===== src/rtl/occ_gtpe2_link_ctrl_if.sv =====
// ============================================================================
// Module      : occ_gtpe2_link_ctrl_if
// Description : Signal bundle between the link bring-up controller and a
//               GTPE2 transceiver channel plus its PLL.
//               master : controller side (drives PLL/GT resets, comma enable)
//               slave  : transceiver side (drives lock, reset-done, RX status)
//   pll_lock_i        PLL lock (asynchronous to the controller clock)
//   pll_rst_o         PLL reset
//   rxreset_o         GT RX reset pulse
//   txreset_o         GT TX reset pulse
//   rxresetdone_i     GT RX reset done
//   txresetdone_i     GT TX reset done
//   rxencommaalign_o  comma alignment enable
//   rxcharisk_i       [1:0] per-byte K flag
//   rxdisperr_i       [1:0] per-byte disparity error
//   rxnotintable_i    [1:0] per-byte not-in-table error
//   rxdata_i          [15:0] RX data
//   rxbufstatus_i     [2:0] elastic buffer status
// Revision    : 1.0 - initial release
// ============================================================================
`default_nettype none

interface occ_gtpe2_link_ctrl_if;
   logic        pll_lock_i;
   logic        pll_rst_o;
   logic        rxreset_o;
   logic        txreset_o;
   logic        rxresetdone_i;
   logic        txresetdone_i;
   logic        rxencommaalign_o;
   logic [1:0]  rxcharisk_i;
   logic [1:0]  rxdisperr_i;
   logic [1:0]  rxnotintable_i;
   logic [15:0] rxdata_i;
   logic [2:0]  rxbufstatus_i;

   modport master (
      input  pll_lock_i, rxresetdone_i, txresetdone_i,
             rxcharisk_i, rxdisperr_i, rxnotintable_i, rxdata_i, rxbufstatus_i,
      output pll_rst_o, rxreset_o, txreset_o, rxencommaalign_o
   );

   modport slave (
      output pll_lock_i, rxresetdone_i, txresetdone_i,
             rxcharisk_i, rxdisperr_i, rxnotintable_i, rxdata_i, rxbufstatus_i,
      input  pll_rst_o, rxreset_o, txreset_o, rxencommaalign_o
   );
endinterface

`default_nettype wire


===== src/rtl/occ_gtpe2_link_ctrl.sv =====
// ============================================================================
// Module      : occ_gtpe2_link_ctrl
// Description : GTPE2 link bring-up sequencer. Resets the PLL, waits for lock,
//               pulses the GT resets, waits for reset-done, lets the channel
//               settle, enables comma alignment and declares link up after a
//               run of clean commas. Timeouts and faults restart the sequence
//               and are counted in retry_cnt_o.
//   clk_i        GT user clock, rising edge
//   rst_n_i      asynchronous active-low reset
//   restart_i    synchronous request to restart the full bring-up
//   gt           transceiver bundle (master modport)
//   link_up_o    high while in READY
//   state_o      [2:0] current state code
//   retry_cnt_o  [7:0] saturating count of timeout/fault restarts
//   err_cnt_o    [15:0] code-error cycles in READY (only with
//                OCC_GTPE2_LINK_CTRL_ERRCNT_EN defined)
// Optional feature macro: OCC_GTPE2_LINK_CTRL_ERRCNT_EN
// Revision    : 1.0 - initial release
// ============================================================================
`default_nettype none

module occ_gtpe2_link_ctrl #(
   parameter int g_PLL_RST_CYCLES = 200,
   parameter int g_SETTLE_CYCLES  = 1000,
   parameter int g_TIMEOUT_CYCLES = 65535,
   parameter int g_COMMA_COUNT    = 4
) (
   input  wire logic              clk_i,
   input  wire logic              rst_n_i,
   input  wire logic              restart_i,
   occ_gtpe2_link_ctrl_if.master  gt,
   output logic                   link_up_o,
   output logic [2:0]             state_o,
   output logic [7:0]             retry_cnt_o
`ifdef OCC_GTPE2_LINK_CTRL_ERRCNT_EN
   ,
   output logic [15:0]            err_cnt_o
`endif
);

   typedef enum logic [2:0] {
      S_PLL_RST   = 3'd0,
      S_WAIT_LOCK = 3'd1,
      S_GT_RST    = 3'd2,
      S_WAIT_DONE = 3'd3,
      S_SETTLE    = 3'd4,
      S_ALIGN     = 3'd5,
      S_READY     = 3'd6
   } state_t;

   localparam logic [31:0] c_PLL_LAST    = 32'(g_PLL_RST_CYCLES - 1);
   localparam logic [31:0] c_SETTLE_LAST = 32'(g_SETTLE_CYCLES - 1);
   localparam logic [31:0] c_TIMEOUT_LAST = 32'(g_TIMEOUT_CYCLES - 1);
   localparam int          c_CC_W        = $clog2(g_COMMA_COUNT + 1);
   localparam logic [c_CC_W-1:0] c_CC_LAST = c_CC_W'(g_COMMA_COUNT - 1);

   state_t             state;
   state_t             state_nxt;
   logic               retry_inc;
   logic [31:0]        cnt;
   logic [c_CC_W-1:0]  comma_cnt;
   logic [1:0]         lock_sync;
   logic               lock_s;
   logic               lock_lost;
   logic               code_err;
   logic               comma;

   // Two-flop synchroniser for the asynchronous PLL lock.
   always_ff @(posedge clk_i or negedge rst_n_i) begin
      if (!rst_n_i) lock_sync <= 2'b00;
      else          lock_sync <= {lock_sync[0], gt.pll_lock_i};
   end
   assign lock_s = lock_sync[1];

   assign code_err = (|gt.rxdisperr_i) | (|gt.rxnotintable_i);
   assign comma    = (gt.rxcharisk_i == 2'b10) && (gt.rxdata_i == 16'hBC95) && !code_err;

   // Losing lock only matters once lock has been acquired.
   assign lock_lost = !lock_s && (state != S_PLL_RST) && (state != S_WAIT_LOCK);

   always_comb begin
      state_nxt = state;
      retry_inc = 1'b0;
      if (restart_i) begin
         state_nxt = S_PLL_RST;
      end else if (lock_lost) begin
         state_nxt = S_PLL_RST;
         retry_inc = 1'b1;
      end else begin
         case (state)
            S_PLL_RST:   if (cnt == c_PLL_LAST) state_nxt = S_WAIT_LOCK;
            S_WAIT_LOCK: begin
               if (lock_s) begin
                  state_nxt = S_GT_RST;
               end else if (cnt == c_TIMEOUT_LAST) begin
                  state_nxt = S_PLL_RST;
                  retry_inc = 1'b1;
               end
            end
            S_GT_RST:    state_nxt = S_WAIT_DONE;
            S_WAIT_DONE: begin
               if (gt.rxresetdone_i && gt.txresetdone_i) begin
                  state_nxt = S_SETTLE;
               end else if (cnt == c_TIMEOUT_LAST) begin
                  state_nxt = S_GT_RST;
                  retry_inc = 1'b1;
               end
            end
            S_SETTLE:    if (cnt == c_SETTLE_LAST) state_nxt = S_ALIGN;
            S_ALIGN: begin
               // The comma that completes the run wins over a coincident timeout.
               if (comma && (comma_cnt == c_CC_LAST)) begin
                  state_nxt = S_READY;
               end else if (cnt == c_TIMEOUT_LAST) begin
                  state_nxt = S_GT_RST;
                  retry_inc = 1'b1;
               end
            end
            S_READY: begin
               if (gt.rxbufstatus_i[2]) begin
                  state_nxt = S_GT_RST;
                  retry_inc = 1'b1;
               end
            end
            default:     state_nxt = S_PLL_RST;
         endcase
      end
   end

   always_ff @(posedge clk_i or negedge rst_n_i) begin
      if (!rst_n_i) begin
         state       <= S_PLL_RST;
         cnt         <= 32'd0;
         comma_cnt   <= '0;
         retry_cnt_o <= 8'd0;
      end else begin
         state <= state_nxt;
         // A restart re-enters PLL_RST even from PLL_RST, so it also clears.
         if ((state_nxt != state) || restart_i) cnt <= 32'd0;
         else if (cnt != '1)                    cnt <= cnt + 32'd1;

         if ((state != S_ALIGN) || (state_nxt != S_ALIGN)) comma_cnt <= '0;
         else if (code_err)                                comma_cnt <= '0;
         else if (comma)                                   comma_cnt <= comma_cnt + 1'b1;

         if (retry_inc && (retry_cnt_o != 8'hFF)) retry_cnt_o <= retry_cnt_o + 8'd1;
      end
   end

`ifdef OCC_GTPE2_LINK_CTRL_ERRCNT_EN
   always_ff @(posedge clk_i or negedge rst_n_i) begin
      if (!rst_n_i) begin
         err_cnt_o <= 16'd0;
      end else if ((state_nxt == S_READY) && (state != S_READY)) begin
         err_cnt_o <= 16'd0;
      end else if ((state == S_READY) && code_err && (err_cnt_o != 16'hFFFF)) begin
         err_cnt_o <= err_cnt_o + 16'd1;
      end
   end
`endif

   // Outputs decode the registered state so they change with it.
   assign gt.pll_rst_o        = (state == S_PLL_RST);
   assign gt.rxreset_o        = (state == S_GT_RST);
   assign gt.txreset_o        = (state == S_GT_RST);
   assign gt.rxencommaalign_o = (state == S_ALIGN) || (state == S_READY);
   assign link_up_o           = (state == S_READY);
   assign state_o             = state;

endmodule

`default_nettype wire


===== src/flat_wrapper.sv =====
// flat-port wrapper written by rule: the top's interface ports become plain ports
module occ_gtpe2_link_ctrl_flat 
#(
   parameter int g_PLL_RST_CYCLES = 200,
   parameter int g_SETTLE_CYCLES  = 1000,
   parameter int g_TIMEOUT_CYCLES = 65535,
   parameter int g_COMMA_COUNT    = 4
)
  (clk_i, rst_n_i, restart_i, link_up_o, state_o, retry_cnt_o, gt_pll_lock_i, gt_rxresetdone_i, gt_txresetdone_i, gt_rxcharisk_i, gt_rxdisperr_i, gt_rxnotintable_i, gt_rxdata_i, gt_rxbufstatus_i, gt_pll_rst_o, gt_rxreset_o, gt_txreset_o, gt_rxencommaalign_o);
  occ_gtpe2_link_ctrl_if gt_i ();
  input  wire logic clk_i;
  input  wire logic rst_n_i;
  input  wire logic restart_i;
  output logic link_up_o;
  output logic [2:0] state_o;
  output logic [7:0] retry_cnt_o;
  input wire logic [$bits(gt_i.pll_lock_i)-1:0] gt_pll_lock_i;
  input wire logic [$bits(gt_i.rxresetdone_i)-1:0] gt_rxresetdone_i;
  input wire logic [$bits(gt_i.txresetdone_i)-1:0] gt_txresetdone_i;
  input wire logic [$bits(gt_i.rxcharisk_i)-1:0] gt_rxcharisk_i;
  input wire logic [$bits(gt_i.rxdisperr_i)-1:0] gt_rxdisperr_i;
  input wire logic [$bits(gt_i.rxnotintable_i)-1:0] gt_rxnotintable_i;
  input wire logic [$bits(gt_i.rxdata_i)-1:0] gt_rxdata_i;
  input wire logic [$bits(gt_i.rxbufstatus_i)-1:0] gt_rxbufstatus_i;
  output wire logic [$bits(gt_i.pll_rst_o)-1:0] gt_pll_rst_o;
  output wire logic [$bits(gt_i.rxreset_o)-1:0] gt_rxreset_o;
  output wire logic [$bits(gt_i.txreset_o)-1:0] gt_txreset_o;
  output wire logic [$bits(gt_i.rxencommaalign_o)-1:0] gt_rxencommaalign_o;
  assign gt_i.pll_lock_i = gt_pll_lock_i;
  assign gt_i.rxresetdone_i = gt_rxresetdone_i;
  assign gt_i.txresetdone_i = gt_txresetdone_i;
  assign gt_i.rxcharisk_i = gt_rxcharisk_i;
  assign gt_i.rxdisperr_i = gt_rxdisperr_i;
  assign gt_i.rxnotintable_i = gt_rxnotintable_i;
  assign gt_i.rxdata_i = gt_rxdata_i;
  assign gt_i.rxbufstatus_i = gt_rxbufstatus_i;
  assign gt_pll_rst_o = gt_i.pll_rst_o;
  assign gt_rxreset_o = gt_i.rxreset_o;
  assign gt_txreset_o = gt_i.txreset_o;
  assign gt_rxencommaalign_o = gt_i.rxencommaalign_o;
  occ_gtpe2_link_ctrl #(.g_PLL_RST_CYCLES(g_PLL_RST_CYCLES), .g_SETTLE_CYCLES(g_SETTLE_CYCLES), .g_TIMEOUT_CYCLES(g_TIMEOUT_CYCLES), .g_COMMA_COUNT(g_COMMA_COUNT)) u_core (.clk_i(clk_i), .rst_n_i(rst_n_i), .restart_i(restart_i), .gt(gt_i), .link_up_o(link_up_o), .state_o(state_o), .retry_cnt_o(retry_cnt_o));
endmodule

===== config.mk =====
export PLATFORM = sky130hd
export DESIGN_NAME = occ_gtpe2_link_ctrl_flat
export DESIGN_NICKNAME = d
export VERILOG_FILES = /design/src/rtl/occ_gtpe2_link_ctrl_if.sv /design/src/rtl/occ_gtpe2_link_ctrl.sv /design/src/flat_wrapper.sv
export SDC_FILE = /design/constraint.sdc
export NUM_CORES = 1
export LEC_CHECK = 0
export ABC_AREA = 1
export CORE_MARGIN = 2
export CORE_UTILIZATION = 48
export CTS_CLUSTER_SIZE = 20
export DETAILED_ROUTE_END_ITERATION = 16
export GPL_ROUTABILITY_DRIVEN = 0
export HOLD_SLACK_MARGIN = 0.15
export MAX_ROUTING_LAYER = met4
export PLACE_DENSITY = 0.73
export SYNTH_ARGS = -nofsm -noshare
export SYNTH_HDL_FRONTEND = slang
export SYNTH_SLANG_ARGS = --single-unit

===== constraint.sdc =====
create_clock -name clk_i -period 3.35 [get_ports clk_i]
set_input_delay 0.67 -clock clk_i [delete_from_list [all_inputs] [get_ports clk_i]]
set_output_delay 0.67 -clock clk_i [all_outputs]
set_load 0.01 [all_outputs]

* Word level (Yosys, flattened, before mapping)
Cells that the tools add are included.
** Word-level totals
- Register bits :: 48
- Memory bits (writable) :: 0
- Latch bits :: 0
- Output and inout bits :: 16
- Bits in read-only memories :: 0
- Memories kept :: 0
** Operators by class
- Divide/modulo/power cells :: 0
- Bitwise gates (word level) :: 1
- Shift-type cells :: 0
- Order comparisons :: 0
- Eq/ne operators :: 18
- Multiplexer cells :: 24
- Add/sub/neg operators :: 3
- Reduce and logical (&&, ||, !) cells :: 18
- Multiply operators :: 0
** Operator list (number)
- $mux 32 :: 2
- $mux 3 :: 13
- $add 32x1->32 const B :: 1
- $eq 32x10->1 const B :: 1
- $eq 32x16->1 const B :: 1
- $eq 32x8->1 const B :: 1
- $ne 32x32->1 const B :: 1
- $pmux 3 s7 :: 1
- $eq 16x16->1 const B :: 1
- $eq 3x2->1 const B :: 3
- $eq 3x3->1 const B :: 3
- $add 8x1->8 const B :: 1
- $ne 8x8->1 const B :: 1
- $logic_and 1x1->1 :: 7
- $mux 1 :: 7
- $ne 3x3->1 const B :: 2
- $reduce_bool 3->1 :: 2
- $pmux 1 s4 :: 1
- $reduce_or 2->1 :: 2
- $add 3x1->3 const B :: 1
- $eq 3x1->1 const B :: 1
- $logic_not 3->1 :: 1
- $logic_or 1x1->1 :: 3
- $ne 3x1->1 const B :: 1
- 5 further kinds :: 6

* Depth between registers and ports, before layout
- Depth in word-level cells :: 12
- Mapped depth :: 16
- Gate-level depth less buffers :: 15

* Worst setup path after synthesis
No wires, ideal clock.
- Kind :: register to register
- Start point :: register u_core.cnt[1]
- End point :: register u_core.cnt[27]
- Slack :: 1.395 ns
- Cell stages (with the launch flop) :: 15
- Period minus slack after synthesis :: 1.955 ns
- Arrival :: 1.887 ns
- Required time :: 3.282 ns
- Setup time :: 0.068 ns
- Buffers on the path :: 0
- Cells stage by stage :: dfrtp_1 -> ha_1 -> nand2_1 -> nor2_1 -> nand2_1 -> nor2_1 -> nand3_1 -> nand4_1 -> nor2_1 -> nand3_1 -> inv_1 -> nand2_1 -> nand2_1 -> nand2_1 -> nor2_4
** Between the ends
- Longest elaborated chain between the ends :: 9
** Ends and longest elaborated chain
- start: declaration :: line occ_gtpe2_link_ctrl.sv:60 : logic [31:0] cnt;
- start signal: assignment :: line occ_gtpe2_link_ctrl.sv:140 : else if (cnt != '1) cnt <= cnt + 32'd1;
- $eq 32x16->1 :: line occ_gtpe2_link_ctrl.sv:95, occ_gtpe2_link_ctrl.sv:104, occ_gtpe2_link_ctrl.sv:114
- $mux 3, on equally long branches :: line occ_gtpe2_link_ctrl.sv:104, occ_gtpe2_link_ctrl.sv:114, occ_gtpe2_link_ctrl.sv:95
- $mux 3, on equally long branches :: line occ_gtpe2_link_ctrl.sv:112, occ_gtpe2_link_ctrl.sv:93, occ_gtpe2_link_ctrl.sv:102
- $pmux 3 s7 :: line occ_gtpe2_link_ctrl.sv:90 : case (state)
- $mux 3 :: line occ_gtpe2_link_ctrl.sv:86 : end else if (lock_lost) begin
- $mux 3 :: line occ_gtpe2_link_ctrl.sv:84 : if (restart_i) begin
- $ne 3x3->1 :: line occ_gtpe2_link_ctrl.sv:139 : if ((state_nxt != state) || restart_i) cnt <= 32'd0;
- $logic_or 1x1->1 :: line occ_gtpe2_link_ctrl.sv:139
- $mux 32 or $reduce_bool 2->1 (tied branches)
Parallel ways exist; a longest one is shown, timed or not. The select of a mux whose other input is x is not followed.
A chain may end at the register's enable or synchronous reset.

* Worst setup path after layout
- Start point :: register u_core.state[0] (netlist: u_core.state_o[0])
- End point :: output port gt_rxencommaalign_o
** Between the ends
- Longest elaborated chain between the ends :: 2
** Ends and longest elaborated chain
- start: declaration :: line occ_gtpe2_link_ctrl.sv:57 : state_t state;
- start signal: assignment :: line occ_gtpe2_link_ctrl.sv:137 : state <= state_nxt;
- $eq 3x3->1 :: line occ_gtpe2_link_ctrl.sv:166 : assign gt.rxencommaalign_o = (state == S_ALIGN) || (state == S_READY);
- $logic_or 1x1->1 (*) :: line occ_gtpe2_link_ctrl.sv:166
- end: declaration :: line flat_wrapper.sv:28 : output wire logic [$bits(gt_i.rxencommaalign_o)-1:0] gt_rxencommaalign_o;
Mark *: on every way between the ends. The rest lies on a longest branch, timed or not.

==> results.sh <==
export IMPL_drive_above_1_share_pct=12.68
export IMPL_pre_cts_ws_ps=504.8
export IMPL_final_common_cell="nand2_1"
export IMPL_cts_num_sinks=48
export IMPL_wl_per_cell_um=11.93
export IMPL_synth_edf_count=0
export IMPL_pin_count=47
export IMPL_antenna_cells=0
export IMPL_cap_violations=0
export IMPL_synthCells=425
export IMPL_numCtsBuffers=5
export IMPL_yosysWarnings=0
export IMPL_die_y_um=84.68
export IMPL_fmax_ghz=0.3546
export IMPL_insertion_delay_ps=310
export IMPL_die_area_um2=7170
export IMPL_finalNetCount=508
export IMPL_synth_flop_cell="dfrtp_1"
export IMPL_post_cts_resized=0
export IMPL_avgSynthCellArea_um2=7.351
export IMPL_row_count=29
export IMPL_cp_num_buf_inv=2
export IMPL_initialDrtViolationCount=154
export IMPL_criticalPathCategory="reg2out"
export IMPL_ir_drop_uv=244.5
export IMPL_grt_pass1_wl_um=11460
export IMPL_cp_slowest_cell="clkdlybuf4s50_1"
export IMPL_core_um2=6314
export IMPL_reg2reg_slack_ps=860
export IMPL_cts_setup_buffers=0
export IMPL_die_x_um=84.68
export IMPL_cp_end_kind="primary output"
export IMPL_antenna_found_initial=0
export IMPL_worst_slack_ps=530.0
export IMPL_power_density_nw_per_um2=307.1
export IMPL_viasPerCell=5.049
export IMPL_fin_tns_setup_ps=0
export IMPL_critPathMaxFanout=7
export IMPL_cts_buffer_depth=2
export IMPL_grt_usage_pct=19.94
export IMPL_critical_path_arrival_ps=2150
export IMPL_grt_ovfl_total=0
export IMPL_max_slew_margin_pct=31.19
export IMPL_syn_num_nets=461
export IMPL_ys_seq_elements=48
export IMPL_r2r_start="u_core.cnt[1]"
export IMPL_most_common_layout_cells="nand2_1, inv_1, nor2_1"
export IMPL_num_vias=2777
export IMPL_wirelength_um=6561
export IMPL_remaining_drc_errors=0
export IMPL_hold_viol=0
export IMPL_min_to="u_core.lock_sync[1]"
export IMPL_synthArstFlopShare_pct=100.0
export IMPL_cp_required_ps=2680
export IMPL_min_from="u_core.lock_sync[0]"
export IMPL_ctsRootBufferMaster="clkbuf_8"
export IMPL_crit_chain="inv_1 -> nor3_1 -> or2_2 -> clkdlybuf4s50_1"
export IMPL_cts_tree="yes"
export IMPL_syn2layout_area_growth_pct=19.26
export IMPL_portBuffers=44
export IMPL_layout_min_cycle_time_ps=2820
export IMPL_min_path_type="reg2reg"
export IMPL_crit_path_max_incr_delay_ps=520
export IMPL_first_pass_iters=4
export IMPL_r2r_cells=12
export IMPL_finalCritPeriodShare_pct=84.18
export IMPL_crit_family="buffers and inverters"
export IMPL_setup_violations=0
export IMPL_start_util_pct=49.48
export IMPL_htree_levels=2
export IMPL_syn_area_um2=3124
export IMPL_hpwlAfterDp_um=4961
export IMPL_synth_cell_types=27
export IMPL_grt_max_degree=49
export IMPL_tightest_slew_ps=1032
export IMPL_rsz0062_at_grt="no"
export IMPL_clk_pin_slew_ps=90
export IMPL_holdBufCountCts=0
export IMPL_outcome="finished clean"
export IMPL_fillerInstances=580
export IMPL_r2r_end="u_core.cnt[31]"
export IMPL_drv_slew=0
export IMPL_ant_nets=0
export IMPL_whs_path_depth=0
export IMPL_fin_worst_skew_ps=5.627
export IMPL_leakage_nw=1.671
export IMPL_seq_area_frac_synth_pct=38.45
export IMPL_grt_pass1_vias=2640
export IMPL_start_kind="flop"
## kinds of logic after synthesis
family | after synthesis | synth area share, %
compound gates | 25 | 4.686
xor+xnor | 27 | 7.569
fa+ha+maj | 5 | 2.002
buf+inv | 66 | 9.011
flops | 48 | 38.45
simple gates | 254 | 38.29
## area by class of cell
type	instances	area [µm²]	area share (%)
Sequential cell	48	1201	32.24
Clock buffer	5	68.82	1.847
Clock inverter	3	46.29	1.242
Multi-Input combinational cell	311	1642	44.06
Inverter	61	229.0	6.145
Tap cell	77	96.34	2.586
Timing Repair Buffer	45	442.9	11.89
## worst max path at each step
stage | start | slack (ps) | endpoint | depth (start not counted)
after floorplan | u_core.cnt[1] | 1400 | u_core.cnt[27] | 14
after global placement | gt_rxdisperr_i[0] | 570 | u_core.cnt[3] | 16
after detailed placement | gt_rxdisperr_i[0] | 500 | u_core.cnt[3] | 16
after CTS | u_core.state_o[0] | 540 | gt_rxencommaalign_o | 4
after global routing | u_core.state_o[0] | 370 | gt_rxencommaalign_o | 4
final | u_core.state_o[0] | 530 | gt_rxencommaalign_o | 4
## metrics by stage
stage / total power, mW / cells / instance area, µm² / hold WS, ps / utilization (%)
detailed placement: 0.7240 / 542 / 3611 / 340.3 / 57.19
finish: 1.144 / 550 / 3726 / 366.7 / 59.02
floorplan: 0.6588 / 425 / 3124 / 331.2 / -
global placement: 0.7214 / 542 / 3611 / 337.6 / 57.19
global route: 1.189 / 550 / 3726 / 388.7 / 59.02
CTS: 1.160 / 550 / 3726 / 363.3 / 59.02
## worst reg2reg max path, cell delays in order (launching register included)
cell and delay (ps):
dfrtp_1 420, ha_1 220, nand2_1 140, nor2_1 80, nand2_1 70, nor2_1 50, nand3_1 220, nand4_1 150
nor2_1 410, nand3_1 260, o21ai_0 240, nand2_1 90, nor2_2 100
## power breakdown
part	internal, mW	switching, mW	total, mW
Combinational	0.0562	0.0517	0.108
Clock	0.225	0.209	0.434
Sequential	0.590	0.0127	0.603
## layer usage
layer	vias up	wire, µm	track usage (%)
li1	1433	-	-
met1	1268	3106	26.49
met2	66	3016	31.07
met3	10	345	3.245
met4	0	93	6.926
met5	-	0	-
## state kept, by name (all words and copies together) (netlist names)
register,flops
u_core.lock_sync,2
u_core.retry_cnt_o,8
u_core.state_o,3
u_core.cnt,32
u_core.comma_cnt,3
## synthesized netlist by cell type (2+ instances only)
cell type,n,area share (%)
nor2_2,34,6.8
nand4_1,15,3.0
inv_1,57,6.8
a31oi_1,4,0.80
dfrtp_1,48,38
nand2_1,89,11
inv_2,4,0.48
nand3b_1,4,0.96
o22ai_1,3,0.60
nand2_2,8,1.6
xnor2_1,9,2.5
a21oi_1,6,0.96
nor2_1,56,6.7
nand3_1,30,4.8
o21ai_0,10,1.6
nor4_1,2,0.40
ha_1,5,2.0
buf_6,4,1.4
xor2_1,18,5.0
nor3_1,12,1.9
(Power assumes the default switching activity.)
